===== config.mk =====
export PLATFORM = sky130hd
export DESIGN_NAME = wb_stage_buf
export DESIGN_NICKNAME = d
export VERILOG_FILES = /design/src/rtl/wb_pkg.sv /design/src/rtl/wb_fifo2.sv /design/src/rtl/wb_stage_buf.sv
export SDC_FILE = /design/constraint.sdc
export NUM_CORES = 1
export LEC_CHECK = 0
export ABC_AREA = 1
export ABC_CLOCK_PERIOD_IN_PS = 1600
export BUFFER_PORTS_ARGS = -buffer_cell sky130_fd_sc_hd__clkbuf_2
export CORE_ASPECT_RATIO = 0.8
export CORE_UTILIZATION = 28
export CTS_BUF_LIST = sky130_fd_sc_hd__clkbuf_4
export DETAILED_ROUTE_END_ITERATION = 10
export SYNTH_ARGS = -nofsm -noshare
export SYNTH_HDL_FRONTEND = slang
export SYNTH_SLANG_ARGS = --single-unit

===== constraint.sdc =====
create_clock -name clk -period 1.6 [get_ports clk]
set_input_delay 0.32 -clock clk [delete_from_list [all_inputs] [get_ports clk]]
set_output_delay 0.32 -clock clk [all_outputs]
set_load 0.02 [all_outputs]

===== src/rtl/wb_pkg.sv =====
// Shared types for the writeback stage buffer: data/address widths, the
// buffered entry layout and the FIFO index/occupancy types.
package wb_pkg;

    localparam int DATA_W = 64;
    localparam int ADDR_W = 3;
    localparam int DEPTH  = 2;

    typedef struct packed {
        logic              wen;
        logic [ADDR_W-1:0] waddr;
        logic [DATA_W-1:0] wdata;
    } wb_entry_t;

    typedef logic       idx_t;
    typedef logic [1:0] cnt_t;

endpackage


===== src/rtl/wb_fifo2.sv =====
// Generic 2-entry pointer FIFO. Exposes the head (oldest) entry and the
// youngest entry (tail-1). The caller guarantees push only when not full and
// pop only when not empty.
module wb_fifo2 #(
    parameter int W = 8
) (
    input  logic         clk,
    input  logic         rst_n,
    input  logic         push_i,
    input  logic         pop_i,
    input  logic         flush_i,
    input  logic [W-1:0] wdata_i,
    output logic [1:0]   count_o,
    output logic [W-1:0] head_o,
    output logic [W-1:0] young_o
);
    import wb_pkg::*;

    logic [W-1:0] mem_q [2];
    idx_t         head_q, tail_q;
    cnt_t         count_q, count_d;

    always_comb begin
        count_d = count_q;
        if (push_i && !pop_i) begin
            count_d = count_q + 2'd1;
        end else if (pop_i && !push_i) begin
            count_d = count_q - 2'd1;
        end
    end

    always_ff @(posedge clk or negedge rst_n) begin
        if (!rst_n) begin
            mem_q[0] <= '0;
            mem_q[1] <= '0;
            head_q   <= 1'b0;
            tail_q   <= 1'b0;
            count_q  <= '0;
        end else if (flush_i) begin
            head_q  <= 1'b0;
            tail_q  <= 1'b0;
            count_q <= '0;
        end else begin
            if (push_i) begin
                mem_q[tail_q] <= wdata_i;
                tail_q        <= ~tail_q;
            end
            if (pop_i) begin
                head_q <= ~head_q;
            end
            count_q <= count_d;
        end
    end

    assign count_o = count_q;
    assign head_o  = mem_q[head_q];
    // With one pointer bit, tail-1 is simply the other slot.
    assign young_o = mem_q[~tail_q];

endmodule


===== src/rtl/wb_stage_buf.sv =====
// Writeback-side stage buffer: captures MEM results (ALU or load data) into a
// 2-entry FIFO and drains them to the register-file write port.
// Optional macro WB_FWD_EN adds fwd_valid/fwd_reg/fwd_data for EX bypass.
module wb_stage_buf
    import wb_pkg::*;
(
    input  logic              clk,
    input  logic              rst,
    input  logic              valid_MEM,
    output logic              ready_MEM,
    input  logic              WRegEn_MEM,
    input  logic              MemToReg_MEM,
    input  logic [ADDR_W-1:0] WReg1_MEM,
    input  logic [DATA_W-1:0] alu_res_MEM,
    input  logic [DATA_W-1:0] mem_rdata_MEM,
    input  logic              flush,
    input  logic              rf_stall,
    output logic              WRegEn_WB,
    output logic [ADDR_W-1:0] WReg1_WB,
    output logic [DATA_W-1:0] WData_WB,
    output logic [1:0]        count
`ifdef WB_FWD_EN
    ,
    output logic              fwd_valid,
    output logic [ADDR_W-1:0] fwd_reg,
    output logic [DATA_W-1:0] fwd_data
`endif
);

    // Handshake: a transfer happens on a rising edge where valid_MEM and
    // ready_MEM are both high and flush is low; ready_MEM depends only on the
    // registered occupancy, never on valid_MEM or on a same-cycle pop.
    wb_entry_t in_entry, head, young;
    cnt_t      cnt;
    logic      push, pop, not_empty;

    assign in_entry.wen   = WRegEn_MEM;
    assign in_entry.waddr = WReg1_MEM;
    assign in_entry.wdata = MemToReg_MEM ? mem_rdata_MEM : alu_res_MEM;

    assign not_empty = (cnt != 2'd0);
    assign ready_MEM = (cnt < 2'(DEPTH));
    assign push      = valid_MEM & ready_MEM & ~flush;
    assign pop       = not_empty & ~rf_stall & ~flush;

    wb_fifo2 #(.W($bits(wb_entry_t))) u_fifo (
        .clk     (clk),
        .rst_n   (rst),
        .push_i  (push),
        .pop_i   (pop),
        .flush_i (flush),
        .wdata_i (in_entry),
        .count_o (cnt),
        .head_o  (head),
        .young_o (young)
    );

    assign count     = cnt;
    assign WRegEn_WB = pop & head.wen;
    assign WReg1_WB  = not_empty ? head.waddr : '0;
    assign WData_WB  = not_empty ? head.wdata : '0;

`ifdef WB_FWD_EN
    // Youngest writing entry wins; the head is only a candidate when it is
    // the older of two entries.
    always_comb begin
        fwd_valid = 1'b0;
        fwd_reg   = '0;
        fwd_data  = '0;
        if (!flush) begin
            if (not_empty && young.wen) begin
                fwd_valid = 1'b1;
                fwd_reg   = young.waddr;
                fwd_data  = young.wdata;
            end else if (cnt == 2'd2 && head.wen) begin
                fwd_valid = 1'b1;
                fwd_reg   = head.waddr;
                fwd_data  = head.wdata;
            end
        end
    end
`else
    logic unused_young;
    assign unused_young = ^young;
`endif

endmodule


==> flow_summary.json <==
{
  "status": "finished with violations",
  "violations": "setup timing",
  "ios": 209,
  "grt_overflow": 0,
  "p_sw_mw": 8.944,
  "dr.pass1.iters": 4,
  "ir_drop_mv": 1.072,
  "cts.path.max_buffers": 2,
  "first_iter_violations": 413,
  "dieArea_sq_um": 25560,
  "critPathLaunchType": "flip-flop",
  "setup_viol": 201,
  "cap_viol_max_count": 0,
  "synth_edf_count": 0,
  "antenna_left": 0,
  "yosysSeqAreaShare_pct": 50.21,
  "die_width_um": 178.5,
  "gp_congestion": 0.7829,
  "synthAdderAreaFrac_pct": 0,
  "path_class": "reg2out",
  "start_util_pct": 28.63,
  "crit_path_cell_trace": "buf_8 > buf_12 > o21ai_0 > a21oi_1 > buf_2",
  "cts_sinks": 140,
  "fin_crit_ps": 2098,
  "p_leak_nw": 5.141,
  "grt_start_max_net_pins": 59,
  "min_path_type": "in2reg",
  "yosysTopAreaCellShare_pct": 50.21,
  "worstMarginPinSlew_ps": 424.1,
  "cp_slowest_cell": "dfrtp_4",
  "via_per_inst": 4.694,
  "rows": 51,
  "worstPathRequired_ps": 1280,
  "synth_ff_type": "dfrtp_1",
  "yosysWarnings": 0,
  "cp_slowest_stage_delay_ps": 540,
  "yosysMostFrequentCell": "nand2_1",
  "drc": 0,
  "synth_top_cell_by_area": "dfrtp_1",
  "grt_antenna_before_repair": 1,
  "hold_viol": 0,
  "clk-insertion-delay-late_ps": 540,
  "syn_inst": 839,
  "crit_arrival_ps": 1780,
  "drt_wl_total_mm": 24.24,
  "synth_top_family_by_area": "simple AND/OR/NAND/NOR gates",
  "end_kind": "output port",
  "die_h_um": 143.2,
  "nets": 1233,
  "cp_num_buf_inv": 3,
  "h-tree-depth": 4,
  "track_usage_pct": 15.93,
  "wire_per_inst_um": 16.99,
  "hpwl_mm": 12.90,
  "maxSlewHeadroom_pct": 71.73,
  "synth_nets": 977,
  "core_area_sq_um": 24380,
  "power_density_nw_per_um2": 1914,
  "clockPowerShare_pct": 12.8,
  "comb_power_share_pct": 56.6,
  "holdWs_ps": 98.83,
  "fin_skew_ps": 26.87,
  "vias": 6698,
  "synth_common_cells": "nand2_1, dfrtp_1, o21ai_0, inv_1, a21oi_1",
  "timing.final.ws_setup_ps": -498.1,
  "synth_compound_area_share_pct": 14.92,
  "period_share_pct": 131.1,
  "first_global_vias": 5954,
  "synth.cell_area_sq_um": 6978,
  "async_flop_share_pct": 100.0,
  "drive_gt1_share_pct": 45.67,
  "ys_ff_latch": 140,
  "swShare_pct": 43.96,
  "power_frac_seq_pct": 30.6,
  "cts_buffers": 17,
  "cts-root-buf": "clkbuf_4",
  "rsz0062_at_grt": "true",
  "regArea_sq_um": 3510,
  "path_max_fanout": 18,
  "critPathTopFamily": "flip-flops",
  "area_growth_pct": 52.36,
  "grt_pass1_wl_mm": 31.41,
  "clkTransAtPathRegs_ps": 130,
  "portBuffers": 208,
  "avgSynthCellArea_sq_um": 8.317,
  "drv_slew": 0,
  "power_mw": 20.35,
  "fillCellCount": 2390,
  "max_freq_mhz": 476.6,
  "synth_xor_area_share_pct": 0,
  "internal-power_mw": 11.40,
  "synth.area.mux_share_pct": 10.33,
  "multi_input_area_sq_um": 3364,
  "yosysUniqueCellTypes": 17,
  "tritoncts": "built",
  "synthTopCellsByArea": "dfrtp_1, nand2_1, mux2_2, o21ai_0, a21oi_1",
  "yosys.area_share.simple_pct": 16.07
}
## worst paths after layout
path,slack [ps],cells after the start,endpoint,from
min,100,4,u_fifo.tail_q,valid_MEM
max reg2reg,-230,10,u_fifo.mem_q[52],u_fifo.count_o[1]
min in group asynchronous,250,2,u_fifo.mem_q[86],rst
max,-500,5,WData_WB[2],u_fifo.head_q
max in group asynchronous,760,3,u_fifo.head_q,rst
min reg2reg,500,2,u_fifo.mem_q[70],u_fifo.mem_q[70]
## stage by stage
step                      instances  setup TNS [ps]  setup WS [ps]  area [sq um]  utilization [%]
final                          1427          -45530         -498.1         10630            43.61
after global routing           1427          -65220         -591.7         10630            43.61
after CTS                      1393          -36360         -575.6          9643            39.56
after detailed placement       1347          -220.7         -48.20          8800            36.10
after global placement         1347          -105.8         -29.10          8800            36.10
after floorplan                 839           -2493         -49.86          7168                -
## logic make-up (layout without fill, tap and decap cells)
logic type	after synthesis	after routing
flip-flops	140	140
AO/OA/AOI/OAI	208	208
buffers and inverters	135	404
multiplexers	64	64
AND/OR/NAND/NOR	292	292
other	0	1
## flip-flops by register name, indices dropped and copies added (netlist names)
register and flops:
u_fifo.head_q 1, u_fifo.count_o 2, u_fifo.tail_q 1, u_fifo.mem_q 136
## cells in the final DEF, fill, tap and decap left out, types with 3 or more instances in the layout
cell	count
clkbuf_16	20
buf_2	18
inv_6	6
buf_8	11
o21ai_4	4
clkbuf_2	153
nor2_4	4
inv_1	73
o21ai_2	51
a21oi_4	4
nand2_1	283
clkbuf_4	20
clkinvlp_4	5
o21ai_1	38
buf_16	6
dfrtp_1	137
o21ai_0	47
a21oi_1	14
buf_12	22
clkbuf_8	9
bufinv_16	3
mux2_2	64
buf_4	30
dlygate4sd3_1	5
buf_6	16
nand3_1	4
a21oi_2	50
## area by class of cell
cell class | count | share of cell area, %
timing repair buffer | 293 | 25.67
sequential | 140 | 33.01
tap | 318 | 3.743
inverter | 79 | 2.954
clock inverter | 15 | 1.754
clock buffer | 17 | 1.200
antenna | 1 | 0.02354
multi-input combinational | 564 | 31.65
## power groups by stage
stage	clock [mW]	combinational, mW	sequential [mW]
2_1_floorplan	0	5.44	5.88
3_3_place_gp	0	8.01	6.09
3_5_place_dp	0	8.13	6.12
4_1_cts	2.69	9.67	6.09
5_1_grt	2.84	12.4	6.40
6_report	2.61	11.5	6.23
## tightest hold or removal path, delay by kind of cell
kind / cells / cell delay (ps)
buffers and inverters: 1 / 80
AND/OR/NAND/NOR: 3 / 190
## per-layer routing
layer / share of wire, % / wire (um) / global-route usage (%)
met5: 0 / 0 / 0
met4: 0.83 / 202 / 3.925
met3: 6.0 / 1455 / 3.275
met2: 44 / 10730 / 24.54
met1: 49 / 11850 / 22.66
## what timing repair did
item,CTS,global route
hold buffers,5,0
pin swaps,9,6
endpoints found under the hold margin,54,0
gates resized for setup,130,163
setup endpoints to repair,71,197
buffers inserted,5,6
cloned,4,27
No activity file was read; power rests on OpenSTA's default activity.
